===== src/rtl/q2_panel_debounce.sv =====
// q2_panel_debounce: synchronises and debounces the q2 front-panel switches,
// turning momentary presses into single active-low pulses with INC-P auto-repeat.
module q2_panel_debounce_chan #(
  parameter int DB  = 20000,
  parameter int RD  = 500000,
  parameter int RR  = 100000,
  parameter int CW  = 20,
  parameter bit REP = 1'b0
) (
  input  logic clk,
  input  logic nrst,
  input  logic lvl,
  output logic fire
);
  typedef enum logic [2:0] {DISARMED, IDLE, PRESS_WAIT, HELD, REL_WAIT} state_t;
  localparam logic [CW-1:0] DB_END    = CW'(DB - 1);
  localparam logic [CW-1:0] RD_END    = CW'(RD - 1);
  localparam logic [CW-1:0] RD_RELOAD = CW'(RD - RR);
  state_t state, state_nx;
  logic [CW-1:0] cnt, cnt_nx, rcnt, rcnt_nx;
  logic first, rep;
  always_ff @(posedge clk or negedge nrst)
    if (!nrst) begin
      state <= DISARMED;
      cnt   <= '0;
      rcnt  <= '0;
    end else begin
      state <= state_nx;
      cnt   <= cnt_nx;
      rcnt  <= rcnt_nx;
    end
  always_comb begin
    state_nx = state;
    cnt_nx   = cnt;
    first    = 1'b0;
    case (state)
      DISARMED:   if (!lvl) cnt_nx = '0;
                  else if (cnt == DB_END) state_nx = IDLE;
                  else cnt_nx = cnt + 1'b1;
      IDLE:       if (!lvl) begin
                    state_nx = PRESS_WAIT;
                    cnt_nx   = '0;
                  end
      PRESS_WAIT: if (lvl) begin
                    state_nx = IDLE;
                    cnt_nx   = '0;
                  end else if (cnt == DB_END) begin
                    state_nx = HELD;
                    first    = 1'b1;
                  end else cnt_nx = cnt + 1'b1;
      HELD:       if (lvl) begin
                    state_nx = REL_WAIT;
                    cnt_nx   = '0;
                  end
      REL_WAIT:   if (!lvl) state_nx = HELD;
                  else if (cnt == DB_END) state_nx = IDLE;
                  else cnt_nx = cnt + 1'b1;
      default:    state_nx = DISARMED;
    endcase
  end
  // repeat counter reloads so that every later repeat is RR cycles after the previous one
  assign rep     = REP && state == HELD && !lvl && rcnt == RD_END;
  assign rcnt_nx = (REP && state == HELD) ? (rep ? RD_RELOAD : rcnt + 1'b1) : '0;
  assign fire    = first || rep;
endmodule

module q2_panel_debounce #(
  parameter int DEBOUNCE_CYCLES = 20000,
  parameter int REPEAT_DELAY    = 500000,
  parameter int REPEAT_RATE     = 100000,
  parameter int CW              = 20
) (
  input  logic        clk,
  input  logic        nrst,
  input  logic [11:0] nsw_raw,
  input  logic        nstart_raw,
  input  logic        nstop_raw,
  input  logic        ndep_raw,
  input  logic        nincp_raw,
  input  logic        run,
  output logic [11:0] nsw,
  output logic        nstart_sw,
  output logic        nstop_sw,
  output logic        ndep_sw,
  output logic        nincp_sw
);
  localparam logic [CW-1:0] DB_END = CW'(DEBOUNCE_CYCLES - 1);
  logic [15:0] sync1, sync2;
  logic [11:0] cand;
  logic [CW-1:0] dcnt;
  logic [3:0] fire;
  always_ff @(posedge clk or negedge nrst)
    if (!nrst) begin
      sync1 <= '1;
      sync2 <= '1;
    end else begin
      sync1 <= {nincp_raw, ndep_raw, nstop_raw, nstart_raw, nsw_raw};
      sync2 <= sync1;
    end
  // the whole toggle group shares one counter so nsw only ever moves as a unit
  always_ff @(posedge clk or negedge nrst)
    if (!nrst) begin
      cand <= '1;
      dcnt <= '0;
      nsw  <= '1;
    end else if (sync2[11:0] != cand) begin
      cand <= sync2[11:0];
      dcnt <= '0;
    end else if (dcnt == DB_END) nsw <= cand;
    else dcnt <= dcnt + 1'b1;
  for (genvar i = 0; i < 4; i++) begin : g_chan
    q2_panel_debounce_chan #(
      .DB(DEBOUNCE_CYCLES), .RD(REPEAT_DELAY), .RR(REPEAT_RATE), .CW(CW), .REP(i == 3)
    ) u_chan (
      .clk(clk), .nrst(nrst), .lvl(sync2[12+i]), .fire(fire[i])
    );
  end
  always_ff @(posedge clk or negedge nrst)
    if (!nrst) begin
      nstart_sw <= 1'b1;
      nstop_sw  <= 1'b1;
      ndep_sw   <= 1'b1;
      nincp_sw  <= 1'b1;
    end else begin
      nstart_sw <= !(fire[0] && !fire[1]);
      nstop_sw  <= !fire[1];
      ndep_sw   <= !(fire[2] && !run);
      nincp_sw  <= !(fire[3] && !fire[2] && !run);
    end
endmodule


===== config.mk =====
export PLATFORM = sky130hd
export DESIGN_NAME = q2_panel_debounce
export DESIGN_NICKNAME = d
export VERILOG_FILES = /design/src/rtl/q2_panel_debounce.sv
export SDC_FILE = /design/constraint.sdc
export NUM_CORES = 1
export LEC_CHECK = 0
export BUFFER_PORTS_ARGS = -buffer_cell sky130_fd_sc_hd__buf_2
export CAP_MARGIN = 20
export CELL_PAD_IN_SITES_DETAIL_PLACEMENT = 0
export CELL_PAD_IN_SITES_GLOBAL_PLACEMENT = 1
export CORE_ASPECT_RATIO = 1.1
export CORE_MARGIN = 2
export CORE_UTILIZATION = 40
export CTS_CLUSTER_SIZE = 24
export DETAILED_ROUTE_END_ITERATION = 8
export MAX_ROUTING_LAYER = met4
export PLACE_DENSITY = 0.77
export SLEW_MARGIN = 20
export SYNTH_ARGS = -nofsm -noshare
export SYNTH_HDL_FRONTEND = slang
export SYNTH_SLANG_ARGS = --single-unit
export TNS_END_PERCENT = 10

===== constraint.sdc =====
create_clock -name clk -period 2.65 [get_ports clk]
set_input_delay 0.265 -clock clk [delete_from_list [all_inputs] [get_ports clk]]
set_output_delay 0.265 -clock clk [all_outputs]
set_load 0.1 [all_outputs]

==> results of run 1 <==
[worst max-delay path: stages (launching register included)]
cell and delay, ns:
dfrtp_1 0.45, or4b_1 0.61, or4_4 0.45, o21ai_2 0.22
nor3_2 0.07, mux2_4 0.30
[cell type report]
type                    instances  area (µm²)  share of cell area [%]
inverters                      14        52.6                   0.493
repair buffers                 76         564                    5.29
well taps                     300         375                    3.52
clock buffers                  17         425                    3.99
multi-input cells             662        4170                    39.1
clock inverters                15         199                    1.87
flip-flops and latches        192        4880                    45.8
[per-stage QoR]
stage          hold slack, ns  power, mW  instances
2_1_floorplan         -0.0306       4.33        916
3_3_place_gp            0.328       4.71       1226
3_5_place_dp            0.330       4.73       1226
4_1_cts               0.00135       7.46       1275
5_1_grt                 0.355       7.80       1276
6_report                0.357       7.36       1276
[report_power, final]
group,internal (mW),switching [mW],total [mW]
Combinational,0.483,0.822,1.30
Clock,1.32,1.35,2.67
Sequential,3.13,0.258,3.38
[worst paths after layout]
kind,from,to,slack [ns],depth (start not counted)
worst max-delay path,g_chan[2].u_chan.cnt[5],g_chan[2].u_chan.cnt[9],0.45,5
worst min-delay path,sync1[10],sync2[10],0.36,0
worst max register to register,g_chan[2].u_chan.cnt[5],g_chan[2].u_chan.cnt[9],0.45,5
worst min register to register,sync1[10],sync2[10],0.36,0
max in group asynchronous,nrst,sync1[1],1.44,3
min in group asynchronous,nrst,g_chan[3].u_chan.rcnt[13],0.42,2
[cells in the final DEF (no fill, tap or decap), types with 11 or more instances in the layout]
master / instances
dfrtp_1: 132
nor2_1: 100
dfstp_2: 60
nand2_1: 58
xor2_1: 54
nand3_1: 43
a21oi_1: 41
nand4_1: 38
buf_2: 33
xnor2_1: 29
nor3_1: 28
and3_1: 25
o21ai_0: 25
buf_4: 22
a31oi_1: 20
dlygate4sd3_1: 18
clkbuf_16: 17
nor4_1: 16
inv_1: 14
or4_1: 13
nor2b_1: 13
o211ai_1: 13
or3_1: 12
mux2_2: 12
and4_1: 11
[what timing repair did]
item,in CTS,in global routing
buffers inserted,0,0
gates resized for setup,0,0
setup endpoints to repair,0,0
hold endpoints to repair,70,1
hold buffers,17,1
[cell usage after synthesis, drive strengths merged (5+ instances only)]
library cell and count:
or4 16, nand4 38, dfstp 60, mux2 13, nor4 18, nor2 100, or2 5, nand3b 5
a21oi 41, xor2 54, a211oi 5, buf 6, nand2b 10, o31ai 10, nor2b 13, and3 26
nand3 43, or3 13, clkbuf 42, nor3b 9, dfrtp 132, mux2i 6, nand2 58, o21ai 28
a41oi 5, nor3 29, ha 6, inv 14, a31oi 20, and4 11, xnor2 29, o211ai 13
[kinds of logic (layout without fill, tap and decap cells)]
family / Yosys count / in the layout / synth area share, %
AOI/OAI and AO/OA: 144 / 144 / 9.89
buffers and inverters: 62 / 122 / 2.66
and+or+nand+nor: 410 / 410 / 24.1
muxes: 19 / 19 / 2.26
adders and majority gates: 6 / 6 / 0.808
DFF: 192 / 192 / 52.5
xor gates and xnor gates: 83 / 83 / 7.82
[layer usage]
layer / GRT usage, % / up-vias
li1: - / 3414
met1: 21.6 / 3294
met2: 26.1 / 63
met3: 3.14 / 14
met4: 4.55 / 0
met5: - / -
[state kept, by name, summed over array words and instances, names as in the netlist]
signal	cells
g_chan.u_chan.cnt	80
dcnt	20
g_chan.u_chan.rcnt	20
sync1	16
sync2	16
cand	12
g_chan.u_chan.state	12
nsw	12
ndep_sw	1
nincp_sw	1
nstart_sw	1
nstop_sw	1
==> metrics.log, run 1 <==
[metrics] total global-route track usage: 16.4%
[metrics] Routed met1 length: 8.89 mm
[metrics] number of warning messages in the yosys log: 0
[metrics] FF+latch count, synth: around 190
[metrics] Mapped Nets: ~940
[metrics] max_slew headroom: between 40% and 50%
[metrics] 1st-pass router iterations: 5
[metrics] Period minus WS final: 2.20 ns
[metrics] global-route congestion overflow total: 0
[metrics] die area: 24500 µm²
[metrics] via density per instance: 5.32
[metrics] average wire length per cell after detail routing: 14.1 µm
[metrics] fraction of post-synthesis cell area in the top cell type by area: between 30% and 40%
[metrics] largest fanout on the critical path: 7
[metrics] final antenna-violating net count: 0
[metrics] starting density of the core: 40.7%
[metrics] placer congestion estimate: slightly above 0.8
[metrics] number of fill cells in the layout: 2163
[metrics] # diodes: 0
[metrics] unrepaired setup endpoints after global routing: no
[metrics] biggest area contributors in the synthesized netlist: dfrtp_1, dfstp_2, xor2_1
[metrics] aggregate routed wire length: roughly 18 mm
[metrics] largest net degree at the start of global routing: 74
[metrics] Total Neg Setup Slack: 0 ns
[metrics] wire length of the first global-routing pass: roughly 32 mm
[metrics] H-tree depth reported by CTS: 4
[metrics] clock insertion delay at the later pin of the skew report: 0.44 ns
[metrics] clock tree root buffer cell: clkbuf_16
[metrics] post-synthesis instance area: 9300 µm²
[metrics] Fmax: 454 MHz
[metrics] area added between synthesis and finish: 14.7%
[metrics] worst-case clock skew: 0.0138 ns
[metrics] total I/O pin count: 35
[metrics] post-route standard cell area excluding fillers: 10700 µm²
[metrics] register area share after synthesis: 52.5%
[metrics] chip height: 164 µm
[metrics] Final HPWL DP: 12.2 mm
[metrics] Post-route DRC: 0
[metrics] total placed instance area: 9860 µm²
[metrics] type of the most critical hold path: reg -> reg
[metrics] leakage power: 4.36 nW
[metrics] post-synthesis cell type count: between 60 and 70
[metrics] setup slack of the critical path after layout: 0.448 ns
[metrics] clock-pin slew on the worst setup and hold paths: 0.08 ns
[metrics] cell row count: 58
[metrics] antenna violations before repair: 0
[metrics] Power per Cell Area: 690 nW/µm²
[metrics] kind of launch point of the worst setup path: flip-flop
[metrics] met3 layer wire length in the routed design: ~330 µm
[metrics] Post-synth EDFFs: 0
[metrics] width of the chip: between 100 and 150 µm
[metrics] Top Layer Used: met4
[metrics] most used flip-flop cell after synthesis: dfrtp_1
[metrics] synthesized netlist cell count: roughly 920
[metrics] core footprint: approximately 23000 µm²
[metrics] Final Hold Viols: 0
[metrics] post-layout util: between 40 and 50%
[metrics] cts bufs inserted: 17
[metrics] initial detailed-routing violation count: 425
[metrics] layout cells sized above 1: about a fifth
[metrics] via count of the first global-routing pass: 6724
[metrics] crit share post-route: 83.1%
[metrics] measured slew at the worst slew-check pin: 0.831 ns
[metrics] data arrival time of the critical path: around 2.5 ns
[metrics] Setup Crit Path Kind: reg -> reg
[metrics] number of max-capacitance violations reported: 0
[metrics] I/O Buffers: 34
[metrics] count of vias placed by the detailed router: around 6800
[metrics] run status: completed
[metrics] TritonCTS clock tree: yes
[metrics] ys async rst share: 100%
[metrics] CTS sink cnt: 192
[metrics] endpoint kind of the worst setup timing path: flip-flop
[metrics] Post-Synthesis Mean Instance Area: 10.1 µm²
[metrics] library cell occupying the most area in the post-synthesis netlist: dfrtp_1
[metrics] Setup Slack @ Placement: 0.454 ns
[metrics] largest voltage drop on the vdd net: about 0.00034 V
[metrics] Slew Viols, Final: 0
[metrics] deepest clock path buffer count: 2
[metrics] Final Setup Violations: 0
[metrics] Nets: 988
[metrics] amount of wire on met2 after detailed routing: 8.63 mm
[metrics] endpoint required time on the critical path: 2.98 ns
Note: power is estimated with default switching activity, not from simulation.
==> run 2: changes to the inputs <==
--- a/config.mk
+++ b/config.mk
@@ -5,6 +5,7 @@
 export SDC_FILE = /design/constraint.sdc
 export NUM_CORES = 1
 export LEC_CHECK = 0
+export ABC_AREA = 1
 export BUFFER_PORTS_ARGS = -buffer_cell sky130_fd_sc_hd__buf_2
 export CAP_MARGIN = 20
 export CELL_PAD_IN_SITES_DETAIL_PLACEMENT = 0
@@ -15,7 +16,7 @@
 export CTS_CLUSTER_SIZE = 24
 export DETAILED_ROUTE_END_ITERATION = 8
 export MAX_ROUTING_LAYER = met4
-export PLACE_DENSITY = 0.77
+export PLACE_DENSITY = 0.8
 export SLEW_MARGIN = 20
 export SYNTH_ARGS = -nofsm -noshare
 export SYNTH_HDL_FRONTEND = slang
==> constraint.sdc (replaced) <==
create_clock -name clk -period 2.2 [get_ports clk]
set_input_delay 0.22 -clock clk [delete_from_list [all_inputs] [get_ports clk]]
set_output_delay 0.22 -clock clk [all_outputs]
set_load 0.1 [all_outputs]
==> metrics.log, run 2 <==
[metrics] Setup Slack @ Placement: 0.272 ns (-0.182 ns)
[metrics] Routed met1 length: 11.2 mm (+26%)
[metrics] placer congestion estimate: 0.852 (+4.5%)
[metrics] data arrival time of the critical path: 2.32 ns (-0.21 ns)
[metrics] count of vias placed by the detailed router: 8708 (+28%)
[metrics] cts bufs inserted: 17 (unchanged)
[metrics] total global-route track usage: 18.1% (+1.7 points)
[metrics] starting density of the core: 40.9% (+0.22 points)
[metrics] crit share post-route: 88.7% (+5.6 points)
[metrics] Final HPWL DP: 16.6 mm (+36%)
[metrics] Post CTS Setup Buffer Count: 0 (unchanged)
[metrics] setup slack of the critical path after layout: 0.248 ns (-0.200 ns)
[metrics] worst-case clock skew: 0.0126 ns (-0.00116 ns)
[metrics] simple logic cell fraction of the synthesized area: 34.5% (+10 points)
[metrics] number of fill cells in the layout: 2523 (+17%)
[metrics] fraction of the mapped netlist area in compound gates: 6.81% (-3.1 points)
[metrics] R2R Path End: dcnt[3]
[metrics] Slew Viols, Final: 0 (unchanged)
[metrics] post-synthesis xor/xnor area fraction: 2.61% (-5.2 points)
[metrics] Total Neg Setup Slack: 0 ns (unchanged)
[metrics] largest net degree at the start of global routing: 62 (-16%)
[metrics] chip height: 173 µm (+5.6%)
[metrics] die area: 27300 µm² (+11%)
[metrics] combinational family with the most area after synthesis: simple AND/OR/NAND/NOR gates
[metrics] wire length of the first global-routing pass: 39.3 mm (+22%)
[metrics] initial detailed-routing violation count: 644 (+52%)
[metrics] kind of launch point of the worst setup path: flip-flop
[metrics] layout cells sized above 1: 13.3% (-5.4 points)
[metrics] register area share after synthesis: 47.0% (-5.5 points)
[metrics] max FFs per register: 80 (unchanged)
[metrics] mux cell area share after synthesis: 0% (-2.3 points)
[metrics] 1st-pass router iterations: 5 (unchanged)
[metrics] library cell occupying the most area in the post-synthesis netlist: dfrtp_1
[metrics] biggest regs: g_chan.u_chan.cnt (80), dcnt (20), g_chan.u_chan.rcnt (20)
[metrics] max_slew headroom: 64.5% (+20 points)
[metrics] run status: completed
[metrics] Top Layer Used: met4
[metrics] largest voltage drop on the vdd net: 0.000406 V (+20%)
[metrics] post-synthesis cell type count: 44 (-34%)
[metrics] via count of the first global-routing pass: 8231 (+22%)
[metrics] commonest cells after routing, fill and taps aside: nand2_1, nor2_1, inv_1
[metrics] aggregate routed wire length: 22.8 mm (+27%)
[metrics] largest fanout on the critical path: 10 (+3)
[metrics] core footprint: 25400 µm² (+11%)
[metrics] post-layout util: 46.1% (-0.54 points)
[metrics] Post-synth EDFFs: 0 (unchanged)
[metrics] # diodes: 0 (unchanged)
[metrics] final worst hold slack: 0.318 ns (-0.0392 ns)
[metrics] deepest clock path buffer count: 2 (unchanged)
[metrics] area added between synthesis and finish: 12.8%
[metrics] non-filler cells, final: 1777 (+39%)
[metrics] met3 layer wire length in the routed design: 633 µm (+91%)
[metrics] unrepaired setup endpoints after global routing: no
[metrics] biggest area contributors in the synthesized netlist: dfrtp_1, dfstp_2, nand2_1
[metrics] via density per instance: 4.90 (-7.8%)
[metrics] total placed instance area: 10900 µm² (+11%)
[metrics] measured slew at the worst slew-check pin: 0.532 ns (-0.299 ns)
[metrics] FF+latch count, synth: 192 (unchanged)
[metrics] leakage power: 5.31 nW (+22%)
[metrics] H-tree depth reported by CTS: 4 (unchanged)
[metrics] Total Power: 7.15 mW (-2.7%)
[metrics] most used flip-flop cell after synthesis: dfrtp_1
[metrics] antenna violations before repair: 0 (unchanged)
[metrics] endpoint required time on the critical path: 2.57 ns (-0.41 ns)
[metrics] Final Setup Violations: 0 (unchanged)
[metrics] Power per Cell Area: 610 nW/µm² (-11%)
[metrics] Fmax: 512 MHz (+13%)
[metrics] commonest non-fill, non-tap cell in the layout: nand2_1
[metrics] number of max-capacitance violations reported: 0 (unchanged)
[metrics] final antenna-violating net count: 0 (unchanged)
[metrics] number of warning messages in the yosys log: 0 (unchanged)
[metrics] CTS sink cnt: 192 (unchanged)
[metrics] I/O Buffers: 34 (unchanged)
[metrics] type of the most critical hold path: in -> async
[metrics] total I/O pin count: 35 (unchanged)
[metrics] instance count after placement with tap cells included: 1727 (+41%)
[metrics] beginning of the worst register-to-register path: sync2[10]
[metrics] average wire length per cell after detail routing: 12.8 µm (-9.1%)
[metrics] TritonCTS clock tree: yes
[metrics] R2R depth: 7 (+2)
[metrics] Post-route DRC: 0 (unchanged)
[metrics] endpoint kind of the worst setup timing path: flip-flop
[metrics] Nets: 1443 (+46%)
[metrics] Setup Crit Path Kind: reg -> reg
[metrics] clock-pin slew on the worst setup and hold paths: 0.07 ns (about the same)
[metrics] width of the chip: 158 µm (+5.6%)
[metrics] post-synthesis instance area: 10400 µm² (+12%)
[metrics] adder-cell share of the synthesized area: 0.722% (-0.085 points)
[metrics] fraction of post-synthesis cell area in the top cell type by area: 31.8% (-3.7 points)
[metrics] global-route congestion overflow total: 0 (unchanged)
[metrics] post-route standard cell area excluding fillers: 11700 µm² (+9.9%)
[metrics] amount of wire on met2 after detailed routing: 10.7 mm (+24%)
[metrics] clock insertion delay at the later pin of the skew report: 0.44 ns (about the same)
[metrics] cell row count: 61 (+5.2%)
[metrics] Post-Synthesis Mean Instance Area: 7.61 µm² (-25%)
[metrics] Biggest register: g_chan.u_chan.cnt
[metrics] synthesized netlist cell count: 1366 (+49%)
[metrics] Period minus WS final: 1.95 ns (-0.250 ns)
[metrics] Mapped Nets: 1391 (+48%)
[metrics] ys async rst share: 100% (unchanged)
[metrics] leading post-synthesis cells by instance count: nand2_1, nor2_1, inv_1, dfrtp_1, nand3_1
[metrics] most repeated cell in the gate-level netlist after synthesis: nand2_1
[metrics] Final Hold Viols: 0 (unchanged)
[metrics] Resize count post-CTS: 0 (unchanged)
[metrics] R2R Setup Slk: 0.25 ns (-0.20 ns)
[metrics] clock tree root buffer cell: clkbuf_16
==> run 2: final cells by class <==
cell class | instances | area [µm²] | area share [%]
clock buffer | 17 | 425 | 3.63
clock inverter | 15 | 180 | 1.54
inverter | 184 | 691 | 5.89
multi-input combinational | 959 | 4640 | 39.6
sequential | 192 | 4880 | 41.6
tap | 346 | 433 | 3.69
timing repair buffer | 64 | 474 | 4.05
==> run 2: worst max path at each step <==
stage	start	end	slack (ns)	depth (start not counted)
2_1_floorplan	sync2[13]	g_chan[1].u_chan.cnt[12]	0.58	10
3_3_place_gp	sync2[11]	dcnt[3]	0.28	7
3_5_place_dp	sync2[10]	dcnt[3]	0.27	7
4_1_cts	sync2[10]	dcnt[3]	0.26	7
5_1_grt	g_chan[3].u_chan.cnt[0]	g_chan[3].u_chan.cnt[0]	0.04	8
6_report	sync2[10]	dcnt[3]	0.25	7
==> run 2: where the power goes <==
| group | internal (mW) | switching (mW) |
|---|---|---|
| clock network | 1.81 | 1.42 |
| registers | 3.62 | 0.0475 |
| logic | 0.0946 | 0.161 |
| total | 5.52 | 1.63 |
==> run 2: worst max-delay path: stages (launching register included) <==
cell	delay (ns)
dfstp_2	0.57
xnor2_1	0.12
nand2_1	0.08
nor3_2	0.37
nand2_2	0.26
clkinv_1	0.26
o21ai_0	0.12
nor2_1	0.11
==> run 2: cell families after synthesis <==
family | count (synthesis)
AOI/OAI and AO/OA | 128
xor gates and xnor gates | 31
adders and majority gates | 6
buffers and inverters | 215
DFF | 192
and+or+nand+nor | 794
==> run 2: what timing repair did <==
action                                 CTS  global route
setup endpoints to repair                0             0
endpoints found under the hold margin   56             0
hold buffers                            18             0
==> run 2: routing by layer <==
metal,global-route usage (%),up-vias
li1,-,4483
met1,24.3,4090
met2,28.7,118
met3,2.76,17
met4,4.20,0
met5,-,-
